===== config.mk =====
export PLATFORM = sky130hd
export DESIGN_NAME = h_bridge_pwm_driver
export DESIGN_NICKNAME = d
export VERILOG_FILES = /design/src/rtl/h_bridge_pwm_driver.sv
export SDC_FILE = /design/constraint.sdc
export NUM_CORES = 1
export LEC_CHECK = 0
export ABC_AREA = 1
export CORE_MARGIN = 1.5
export CORE_UTILIZATION = 28
export CTS_CLUSTER_DIAMETER = 60
export DETAILED_ROUTE_END_ITERATION = 16
export PLACE_DENSITY = 0.48
export SLEW_MARGIN = 0
export SYNTH_ARGS = -nofsm -noshare
export SYNTH_HDL_FRONTEND = slang
export SYNTH_SLANG_ARGS = --single-unit

===== constraint.sdc =====
create_clock -name clock -period 5.5 [get_ports clock]
set_input_delay 1.375 -clock clock [delete_from_list [all_inputs] [get_ports clock]]
set_output_delay 1.375 -clock clock [all_outputs]
set_load 0.05 [all_outputs]

===== src/rtl/h_bridge_pwm_driver.sv =====
// H-bridge output stage: turns router IN-pin decisions into IN1..IN4 and ENA/ENB drive, with dead time, shoot-through blocking and soft-start PWM.
// Latency: one clock from a sampled command to the registered pins; every exit from driving holds all pins low for DEAD_CYCLES clocks.
// Backpressure: none. Inputs are sampled every cycle; commands that arrive during dead time are only acted on once the blanking has finished.
module h_bridge_pwm_driver #(
    parameter int PWM_WIDTH   = 8,
    parameter int DEAD_CYCLES = 5000,
    parameter int RAMP_DIV    = 10000,
    parameter int RAMP_STEP   = 16
) (
    input  logic                 clock,
    input  logic                 reset_n,
    input  logic                 enable,
    input  logic [3:0]           movingDirection_finalDecision,
    input  logic [PWM_WIDTH-1:0] speed_duty,
    output logic [3:0]           H_BridgeIN,
    output logic [1:0]           H_BridgeEN,
    output logic                 driving,
    output logic                 deadTimeBusy,
    output logic                 illegalCmd
);

    // Counter widths are sized so that the largest loaded value fits; both are at least 1 bit.
    localparam int DW = (DEAD_CYCLES > 1) ? $clog2(DEAD_CYCLES) : 1;
    localparam int RW = (RAMP_DIV > 1) ? $clog2(RAMP_DIV) : 1;

    localparam logic [DW-1:0]        DEAD_LOAD = DW'(DEAD_CYCLES - 1);
    localparam logic [RW-1:0]        RAMP_LAST = RW'(RAMP_DIV - 1);
    localparam logic [PWM_WIDTH:0]   STEP_EXT  = (PWM_WIDTH + 1)'(RAMP_STEP);

    typedef enum logic [1:0] {
        ST_STOP = 2'd0,
        ST_RUN  = 2'd1,
        ST_DEAD = 2'd2
    } state_t;

    state_t               state;
    logic [3:0]           active_cmd;
    logic [PWM_WIDTH-1:0] duty_cur;
    logic [PWM_WIDTH-1:0] pwm_cnt;
    logic [DW-1:0]        dead_cnt;
    logic [RW-1:0]        ramp_cnt;

    logic                 cmd_legal;
    logic                 cmd_drive;
    logic                 start_ok;
    logic                 keep_run;
    logic                 go_run;
    logic                 ramp_tick;
    logic [PWM_WIDTH:0]   duty_sum;
    logic [PWM_WIDTH-1:0] duty_ramped;
    logic [PWM_WIDTH-1:0] duty_next;
    logic                 pwm_on;

    // Command classification, run/exit decisions and the next ramped duty value.
    always_comb begin
        cmd_legal   = (movingDirection_finalDecision[1:0] != 2'b11) &&
                      (movingDirection_finalDecision[3:2] != 2'b11);
        cmd_drive   = cmd_legal && (movingDirection_finalDecision != 4'b0000);
        start_ok    = enable && cmd_drive;
        // active_cmd is always a drive command while running, so equality alone
        // rules out zero, illegal and different-direction commands.
        keep_run    = enable && (movingDirection_finalDecision == active_cmd);
        go_run      = start_ok &&
                      ((state == ST_STOP) ||
                       ((state == ST_DEAD) && (dead_cnt == '0)));
        ramp_tick   = (ramp_cnt == RAMP_LAST);
        // One extra bit keeps the step from wrapping past full scale.
        duty_sum    = {1'b0, duty_cur} + STEP_EXT;
        duty_ramped = (duty_sum > {1'b0, speed_duty}) ? speed_duty
                                                      : duty_sum[PWM_WIDTH-1:0];
        duty_next   = duty_cur;
        if (speed_duty < duty_cur) begin
            // A lowered target takes effect at once; only increases are ramped.
            duty_next = speed_duty;
        end else if (ramp_tick) begin
            duty_next = duty_ramped;
        end
        pwm_on      = (pwm_cnt < duty_cur);
    end

    // Free-running PWM carrier; it keeps counting in every state.
    always_ff @(posedge clock or negedge reset_n) begin
        if (!reset_n) begin
            pwm_cnt <= '0;
        end else begin
            pwm_cnt <= pwm_cnt + 1'b1;
        end
    end

    // Illegal-command flag, re-evaluated every cycle regardless of state.
    always_ff @(posedge clock or negedge reset_n) begin
        if (!reset_n) begin
            illegalCmd <= 1'b0;
        end else begin
            illegalCmd <= !cmd_legal;
        end
    end

    // Bridge control FSM: STOP -> RUN on a drive command, RUN -> DEAD on any exit, DEAD -> RUN/STOP once blanking is complete.
    always_ff @(posedge clock or negedge reset_n) begin
        if (!reset_n) begin
            state        <= ST_STOP;
            active_cmd   <= 4'b0000;
            duty_cur     <= '0;
            dead_cnt     <= '0;
            ramp_cnt     <= '0;
            H_BridgeIN   <= 4'b0000;
            H_BridgeEN   <= 2'b00;
            driving      <= 1'b0;
            deadTimeBusy <= 1'b0;
        end else if (go_run) begin
            // Entry into RUN: latch the command and restart the soft-start ramp from zero.
            state        <= ST_RUN;
            active_cmd   <= movingDirection_finalDecision;
            duty_cur     <= '0;
            ramp_cnt     <= '0;
            H_BridgeIN   <= movingDirection_finalDecision;
            H_BridgeEN   <= 2'b00;
            driving      <= 1'b1;
            deadTimeBusy <= 1'b0;
        end else begin
            unique case (state)
                ST_RUN: begin
                    if (keep_run) begin
                        H_BridgeIN <= active_cmd;
                        H_BridgeEN <= {2{pwm_on}};
                        duty_cur   <= duty_next;
                        ramp_cnt   <= ramp_tick ? '0 : ramp_cnt + RW'(1);
                    end else begin
                        // Any exit blanks the bridge at this same edge.
                        state        <= ST_DEAD;
                        dead_cnt     <= DEAD_LOAD;
                        H_BridgeIN   <= 4'b0000;
                        H_BridgeEN   <= 2'b00;
                        driving      <= 1'b0;
                        deadTimeBusy <= 1'b1;
                    end
                end
                ST_DEAD: begin
                    H_BridgeIN <= 4'b0000;
                    H_BridgeEN <= 2'b00;
                    if (dead_cnt == '0) begin
                        // Blanking finished and no new drive request: park in STOP.
                        state        <= ST_STOP;
                        deadTimeBusy <= 1'b0;
                    end else begin
                        dead_cnt <= dead_cnt - DW'(1);
                    end
                end
                default: begin
                    state        <= ST_STOP;
                    H_BridgeIN   <= 4'b0000;
                    H_BridgeEN   <= 2'b00;
                    driving      <= 1'b0;
                    deadTimeBusy <= 1'b0;
                end
            endcase
        end
    end

endmodule


==> results.json, run 1 <==
{
  "final_core_util_pct": 32.9,
  "area_delta_synth_final_pct": 15.2,
  "hp-class": "reg2reg",
  "place_congestion": 0.792,
  "synth_cells": 463,
  "hold_viol": 0,
  "num_antenna_cells": 0,
  "grt_setup_unrepaired": "no",
  "drtIter0Drc": 134,
  "io_pins": 24,
  "yosysMostFrequentCell": "nand2_1",
  "grt_pass1_wl_um": 13800,
  "antenna_left": 0,
  "synth_top_cells_by_count": "nand2_1, inv_1, dfrtp_1, nor2_1, nand3_1",
  "grt_usage_pct": 12.9,
  "clock_skew_ps": 3.95,
  "path_max_fanout": 7,
  "h-tree-depth": 2,
  "core-area_mm2": 0.0125,
  "ys_seq_elements": 56,
  "syn_area_per_cell_um2": 7.71,
  "vias_per_cell": 4.42,
  "critPathRequiredTime_ps": 5690,
  "cts_root_buf": "clkbuf_16",
  "cts.hold.buffers_added": 0,
  "synth_fp_nets": 506,
  "fin_tns_setup_ps": 0,
  "fp-row-count": 41,
  "fin_crit_ps": 3120,
  "maxClockFrequency_mhz": 321,
  "startpoint_type": "primary input",
  "grt_start_max_net_pins": 57,
  "routed_wl_um": 7830,
  "dr.pass1.iters": 4,
  "grt_overflow": 0,
  "initial_utilization_pct": 28.5,
  "p_leak_uw": 0.00202,
  "drv_cap": 0,
  "grt_antenna_before_repair": 0,
  "fp.dieArea_mm2": 0.0134,
  "ys_types": 31,
  "grt_pass1_vias": 2944,
  "synth_top_area_share_pct": 39.3,
  "synth_area_leader_cell": "dfrtp_1",
  "cts_sinks": 56,
  "worst_pin_slew_ps": 729,
  "finalSetupViolations": 0,
  "powerDensity_mw_per_mm2": 322,
  "place_area_mm2": 0.00397,
  "cts_buffers": 5,
  "final_layout_size_suffix_gt1_share_pct": 4.92,
  "synthArstFlopShare_pct": 100,
  "yosysSeqAreaShare_pct": 39.3,
  "final_area_mm2": 0.00411,
  "fillers": 1334,
  "critPathArrivalTime_ps": 3310,
  "max-slew-margin-rel_pct": 51.4,
  "place_hpwl_um": 5850,
  "endpoint_kind": "flip-flop",
  "portBuffers": 23,
  "synthesis.area_mm2": 0.00357,
  "layout.nets": 530,
  "die_h_um": 116,
  "avgRoutedWirePerCell_um": 11.9,
  "synthTopCellsByArea": "dfrtp_1, nand2_1, ha_1, inv_1, nand3_1",
  "status": "complete, no violations",
  "clock_latency_ps": 290,
  "synth_edf_count": 0,
  "clkSlewWorstSetupHoldPaths_ps": 70,
  "fin_crit_sh_pct": 56.7,
  "die_x_um": 116,
  "cts_tree": "done",
  "synth_warnings": 0,
  "ir_worst_vdd_mv": 0.156,
  "cts_buffer_depth": 2,
  "synth_ff_type": "dfrtp_1",
  "drc": 0,
  "total_power_uw": 1320,
  "crit_type": "in2reg",
  "cts_resized": 0,
  "drv_slew": 0,
  "post_cts_buffers": 0,
  "num_vias": 2914
}
worst paths after layout:
kind                                    start           to  slack, ps  cells after the start
worst max-delay path            speed_duty[3]  duty_cur[6]       2380                     14
worst min-delay path               pwm_cnt[0]   pwm_cnt[0]        470                      1
worst max register to register    duty_cur[6]  duty_cur[6]       3140                     13
worst min register to register     pwm_cnt[0]   pwm_cnt[0]        470                      1
max in group asynchronous             reset_n  dead_cnt[9]       3800                      2
min in group asynchronous             reset_n  duty_cur[7]       1220                      2
metal layers:
| metal | global-route usage, % | part of all wire, % | up-vias | wire (um) |
|---|---|---|---|---|
| met3 | 2.62 | 2.7 | 7 | 210 |
| li1 | - | - | 1525 | - |
| met1 | 16.7 | 49 | 1352 | 3810 |
| met4 | 3.41 | 1.0 | 0 | 82 |
| met2 | 22.1 | 48 | 30 | 3730 |
| met5 | 0 | 0 | - | 0 |
layout by cell type (no fill, tap or decap), types with 4 or more instances in the layout:
cell type | synthesis | final
dfrtp_1 | 56 | 56
nor2_1 | 44 | 44
o21ai_0 | 11 | 11
nor3_1 | 9 | 9
inv_1 | 61 | 61
nand2_1 | 114 | 114
a21oi_1 | 13 | 13
o21ai_1 | 13 | 13
clkdlybuf4s50_1 | 0 | 22
and2_1 | 4 | 4
ha_1 | 28 | 28
xor2_1 | 22 | 22
clkbuf_16 | 0 | 5
nand4_1 | 15 | 15
nand2_4 | 4 | 4
nand3_1 | 39 | 39
per-stage QoR:
step	cells	setup WS [ps]	hold WS [ps]
global placement	652	2060	466
global route	660	2120	503
floorplan	463	2830	438
finish	660	2380	472
CTS	660	2360	477
detailed placement	652	2050	466
final cells by class:
class | count | area (um2) | share of cell area, %
Tap cell | 172 | 215 | 5.23
Timing Repair Buffer | 24 | 233 | 5.66
Clock buffer | 6 | 139 | 3.38
Clock inverter | 2 | 10.0 | 0.243
Sequential cell | 56 | 1400 | 34.1
Multi-Input combinational cell | 334 | 1870 | 45.4
Inverter | 66 | 249 | 6.05
state kept, by name, summed over array words and instances (netlist names):
| name | cells |
|---|---|
| illegalCmd | 1 |
| state | 1 |
| driving | 1 |
| active_cmd | 4 |
| ramp_cnt | 14 |
| H_BridgeIN | 4 |
| deadTimeBusy | 1 |
| pwm_cnt | 8 |
| H_BridgeEN | 1 |
| duty_cur | 8 |
| dead_cnt | 13 |
worst max-delay path: stages:
cell and delay, ps:
clkdlybuf4s50_1 520, inv_1 60, ha_1 310, nand2_1 60
inv_1 70, nand2_1 60, nand2_1 60, nand2_1 50
nand2_1 220, nand3_2 210, nand2_1 130, inv_2 60
nand3_1 80, nand2_1 50
cells by family (layout without fill, tap and decap cells):
group	after synthesis	in the layout	share of synthesized area (%)
and+or+nand+nor	239	239	30.1
adders and majority gates	28	28	9.81
buffers and inverters	73	98	8.45
xor gates and xnor gates	25	25	6.13
AOI/OAI and AO/OA	42	42	6.24
DFF	56	56	39.3
power by group:
| group | switching, uW | total, uW | internal, uW |
|---|---|---|---|
| registers | 58.3 | 540 | 482 |
| clock network | 148 | 328 | 180 |
| logic | 302 | 455 | 153 |
| total | 509 | 1320 | 815 |
Note: power is estimated with default switching activity, not from simulation.
==> inputs of run 2 (changes only) <==
PLACE_DENSITY = 0.49   (was 0.48)
clock period = 2.6 ns   (was 5.5 ns; I/O delays follow)
==> run 2 against run 1 <==
  * Critical path depth shrank 3
  * Critical path type unchanged
  * Global-route usage shrank 0.11 points
  * First-iteration DRC count shrank 3.7%
  * Final cell count grew 1.5%
  * Hold slack lost 140 ps
  * Highest routed layer unchanged
  * Sequential power grew 110%
==> results.json, run 2 (synthesis results as in run 1) <==
{
  "status": "complete, no violations",
  "hold_viol": 0,
  "cts.hold.buffers_added": 0,
  "cp-endpoint": "duty_cur[5]",
  "pwr-share-comb_pct": 34.6,
  "p_switching_uw": 1080,
  "max-slew-margin-rel_pct": 65.1,
  "grt_start_max_net_pins": 57,
  "startpoint_type": "primary input",
  "fp.dieArea_mm2": 0.0134,
  "critPathRequiredTime_ps": 2790,
  "drtIter0Drc": 129,
  "r2r-end": "duty_cur[7]",
  "startpoint": "speed_duty[4]",
  "pre_cts_slack_ps": 30.4,
  "grt_usage_pct": 12.8,
  "final_layout_size_suffix_gt1_share_pct": 6.63,
  "hp-class": "in2async",
  "cts_root_buf": "clkbuf_16",
  "die_x_um": 116,
  "num_vias": 2962,
  "grt_overflow": 0,
  "largest_reg_flops": 14,
  "clock_latency_ps": 300,
  "avgRoutedWirePerCell_um": 11.6,
  "fin_crit_ps": 2270,
  "fin_tns_setup_ps": 0,
  "h-tree-depth": 2,
  "reg.largest.list": "ramp_cnt (14), dead_cnt (13)",
  "critPathArrivalTime_ps": 2460,
  "reg2reg_depth": 12,
  "cts_resized": 0,
  "maxClockFrequency_mhz": 441,
  "layout_common_cells": "nand2_1, inv_1, dfrtp_1",
  "route.met3.wl_um": 215,
  "hold_ws_ps": 337,
  "routed_wl_um": 7780,
  "initial_utilization_pct": 28.5,
  "clkSlewWorstSetupHoldPaths_ps": 70,
  "cts_buffer_depth": 2,
  "cts_buffers": 5,
  "top_layer": "met4",
  "grt_setup_unrepaired": "no",
  "ir_worst_vdd_mv": 0.322,
  "portBuffers": 23,
  "endpoint_kind": "flip-flop",
  "io_pins": 24,
  "layout.nets": 540,
  "seq_area_mm2": 0.00140,
  "total_power_uw": 2920,
  "crit_type": "in2reg",
  "vias_per_cell": 4.42,
  "post_cts_buffers": 0,
  "pwr-share-seq_pct": 39.1,
  "r2r_slack_ps": 380,
  "cts_tree": "done",
  "grt_pass1_vias": 2885,
  "die_h_um": 116,
  "clock_skew_ps": 8.73,
  "fp-row-count": 41,
  "intPower_uw": 1840,
  "p_sw_share_pct": 37.1,
  "clockPowerShare_pct": 26.3,
  "top_register": "ramp_cnt",
  "antenna_left": 0,
  "fillers": 1356,
  "layout.cells.most_common": "nand2_1",
  "grt_antenna_before_repair": 0,
  "layout_setup_ws_ps": 332,
  "area_delta_synth_final_pct": 18.1,
  "r2r_start": "duty_cur[4]",
  "multiInputGateArea_mm2": 0.00187,
  "path_max_fanout": 7,
  "powerDensity_mw_per_mm2": 692,
  "place_congestion": 0.823,
  "fin_crit_sh_pct": 87.2,
  "drc": 0,
  "grt_pass1_wl_um": 13600,
  "wl_met2_um": 3630,
  "p_leak_uw": 0.00208,
  "place_hpwl_um": 5880,
  "num_antenna_cells": 0,
  "core-area_mm2": 0.0125,
  "drv_slew": 0,
  "finalSetupViolations": 0,
  "drt-met1-wl_um": 3840,
  "cts_sinks": 56,
  "worst_pin_slew_ps": 522,
  "drv_cap": 0,
  "dr.pass1.iters": 4
}
[run 2: changes by cell type in the layout (fill, tap and decap cells not counted)]
cell       before  now
buf_4           1   10
clkinv_2        3    2
bufinv_16       0    1
buf_12          0    1
clkbuf_8        1    0
clkbuf_1        0    1
[run 2: area by class of cell]
| class | instances | area share (%) |
|---|---|---|
| timing repair buffer | 34 | 7.60 |
| tap | 172 | 5.10 |
| sequential | 56 | 33.2 |
| multi-input combinational | 334 | 44.3 |
| inverter | 66 | 5.91 |
| clock inverter | 2 | 0.831 |
| clock buffer | 6 | 3.06 |
[run 2: worst min-delay path by stage]
stage,from,end,depth (start not counted)
6_report,reset_n,duty_cur[7],2
5_1_grt,reset_n,duty_cur[7],2
4_1_cts,reset_n,duty_cur[7],2
3_5_place_dp,pwm_cnt[0],pwm_cnt[0],1
3_3_place_gp,pwm_cnt[0],pwm_cnt[0],1
2_1_floorplan,reset_n,H_BridgeEN[0],0
[run 2: per-stage QoR]
step	instance area, um2	utilization [%]	instances
floorplan	3570	-	463
global placement	4050	32.4	662
detailed placement	4050	32.4	662
CTS	4220	33.7	670
global route	4220	33.7	670
finish	4220	33.7	670
[run 2: power groups by stage]
stage	clock network [uW]	logic, uW	registers, uW
CTS	790	1030	1140
floorplan	0	671	1210
finish	768	1010	1140
detailed placement	0	1030	1160
global placement	0	1020	1160
global route	813	1170	1160
[run 2: routing by layer]
layer  vias up  GRT usage [%]
li1       1551              -
met1      1371           16.9
met2        31           21.6
met3         9           2.20
met4         0           3.66
met5         -              0
[run 2: critical path, cell delays in order]
cell	delay, ps
clkdlybuf4s50_1	480
inv_1	70
ha_1	340
nor3b_1	220
nand2_1	70
nand2_1	150
nand3_2	180
nand2_1	120
inv_2	70
nand3_1	70
nand2_1	50
==> inputs of run 3 (changes only) <==
GPL_TIMING_DRIVEN = 0   (was not set)
==> run 3 against run 2 <==
  * Sequential cell count unchanged
  * Highest routed layer unchanged
  * Via count decreased by 0.30%
  * Largest power group unchanged
  * Maximum frequency decreased by 3.6%
  * Die area unchanged
  * Design area decreased by 0.24%
  * Register-to-register slack got worse by 80 ps
  * Total power is 1.5% higher
  * Critical path type unchanged
  * Utilization is 0.080 points lower
  * Clock power is 4.8% higher
  * Global-route usage is 0.24 points higher
  * Routed wire length increased by 2.7%
  * Hold slack got worse by 21 ps
==> results.json, run 3 (synthesis results as in run 1) <==
{
  "status": "complete, no violations",
  "fp-row-count": 41,
  "io_pins": 24,
  "final_layout_size_suffix_gt1_share_pct": 6.67,
  "place_hpwl_um": 6080,
  "layout.cells.most_common": "nand2_1",
  "portBuffers": 23,
  "cts_sinks": 56,
  "pre_cts_slack_ps": -147,
  "grt_setup_unrepaired": "no",
  "fin_tns_setup_ps": 0,
  "crit_type": "in2reg",
  "cts_tree": "done",
  "pwr-share-comb_pct": 34.4,
  "grt_antenna_before_repair": 0,
  "dp.cells": 659,
  "gr-max-usage-layer": "met2",
  "num_vias": 2953,
  "max-slew-margin-rel_pct": 65.5,
  "die_h_um": 116,
  "grt_overflow": 0,
  "crit_chain": "clkdlybuf4s50_1 -> inv_1 -> ha_1 -> nand2_1 -> inv_1 -> nand2_1 -> nand2_1 -> nand2_1 -> nand3_1 -> nand2_1 -> nand2_2 -> nand2_1 -> nand3_1 -> nand2_1",
  "die_x_um": 116,
  "fp.dieArea_mm2": 0.0134,
  "r2r_start": "duty_cur[4]",
  "p_leak_uw": 0.00207,
  "clkSlewWorstSetupHoldPaths_ps": 80,
  "reg2reg_depth": 12,
  "clock_skew_ps": 6.41,
  "area_delta_synth_final_pct": 17.8,
  "met1_usage_pct": 17.8,
  "dr.pass1.iters": 4,
  "cts_buffers": 5,
  "top_register": "ramp_cnt",
  "vias_per_cell": 4.43,
  "pwr-share-seq_pct": 38.4,
  "drtIter0Drc": 106,
  "r2r-end": "duty_cur[7]",
  "final_cells": 667,
  "path_buf_inv": 3,
  "finalSetupViolations": 0,
  "routed_wl_um": 8000,
  "cp_common_cell": "nand2_1",
  "grt_usage_pct": 13.0,
  "fin_crit_sh_pct": 90.5,
  "drc": 0,
  "grt.met3_usage_pct": 2.82,
  "slowest_stage": "clkdlybuf4s50_1",
  "grt_pass1_wl_um": 13800,
  "h-tree-depth": 2,
  "powerDensity_mw_per_mm2": 705,
  "drv_slew": 0,
  "hp-class": "in2async",
  "cts_root_buf": "clkbuf_16",
  "layout.nets": 537,
  "drv_cap": 0,
  "slowest_delay_ps": 500,
  "r2r_slack_ps": 300,
  "cts_buffer_depth": 2,
  "critPathRequiredTime_ps": 2800,
  "p_switching_uw": 1130,
  "p_sw_share_pct": 38.2,
  "core-area_mm2": 0.0125,
  "layout_setup_ws_ps": 247,
  "critPathTopFamily": "simple AND/OR/NAND/NOR gates",
  "worst_pin_slew_ps": 517,
  "clock_latency_ps": 300,
  "grt_pass1_vias": 2858,
  "layout_common_cells": "nand2_1, inv_1, dfrtp_1",
  "endpoint_kind": "flip-flop",
  "critPathArrivalTime_ps": 2550,
  "fin_crit_ps": 2350,
  "avgRoutedWirePerCell_um": 12.0,
  "initial_utilization_pct": 28.5,
  "fillers": 1363,
  "startpoint_type": "primary input",
  "grt_start_max_net_pins": 38,
  "ir_worst_vdd_mv": 0.338,
  "intPower_uw": 1830,
  "hold_viol": 0,
  "maxClockFrequency_mhz": 425,
  "antenna_left": 0,
  "post_cts_buffers": 0,
  "clockPowerShare_pct": 27.2,
  "startpoint": "speed_duty[4]",
  "place_congestion": 0.803,
  "reg.largest.list": "ramp_cnt (14), dead_cnt (13)",
  "num_antenna_cells": 0,
  "grt_use_met2_pct": 20.3,
  "largest_reg_flops": 14,
  "path_max_fanout": 8
}
-- run 3: cell types whose count changed in the layout (fill, tap and decap cells not counted) --
cell      before  now
nand2_2        1    3
inv_8          0    1
buf_6          0    2
clkbuf_1       1    0
nand2_1      114  112
buf_2          1    4
buf_4         10    2
-- run 3: repair_timing --
action,in CTS,in global routing
setup endpoints to repair,0,2
hold buffers,0,0
gates resized for setup,0,2
-- run 3: cell type report --
cell class / count / area [um2] / area share [%]
repair buffers: 24 / 245 / 5.83
clock inverters: 3 / 46.3 / 1.10
multi-input cells: 334 / 1870 / 44.5
plain buffers: 7 / 52.6 / 1.25
clock buffers: 5 / 125 / 2.97
well taps: 172 / 215 / 5.12
inverters: 66 / 249 / 5.92
flip-flops and latches: 56 / 1400 / 33.3
-- run 3: stage by stage --
step | hold slack [ps] | power, uW | util [%] | instance area [um2]
floorplan | 354 | 1880 | - | 3570
global placement | 466 | 2170 | 32.1 | 4020
detailed placement | 472 | 2180 | 32.2 | 4030
CTS | 318 | 3010 | 33.6 | 4200
global route | 347 | 3190 | 33.6 | 4210
finish | 315 | 2960 | 33.6 | 4210
-- run 3: per-layer routing --
metal  routed length (um)  share of wire (%)
met2                 3640                 45
met3                  222                2.8
met5                    0                  0
met1                 3980                 50
met4                  155                1.9
-- run 3: worst max path at each step --
stage | slack (ps) | cells past startpoint | end
floorplan | 580 | 12 | duty_cur[4]
global placement | -1120 | 1 | dead_cnt[7]
detailed placement | -150 | 14 | duty_cur[7]
CTS | 170 | 14 | duty_cur[7]
global route | 80 | 14 | duty_cur[4]
finish | 250 | 14 | duty_cur[7]
-- run 3: power groups by stage --
| stage | Clock (uW) | Sequential, uW | Combinational (uW) |
|---|---|---|---|
| final | 805 | 1140 | 1020 |
| after floorplan | 0 | 1210 | 671 |
| after CTS | 841 | 1140 | 1030 |
| after global placement | 0 | 1160 | 1010 |
| after global routing | 867 | 1160 | 1170 |
| after detailed placement | 0 | 1160 | 1030 |
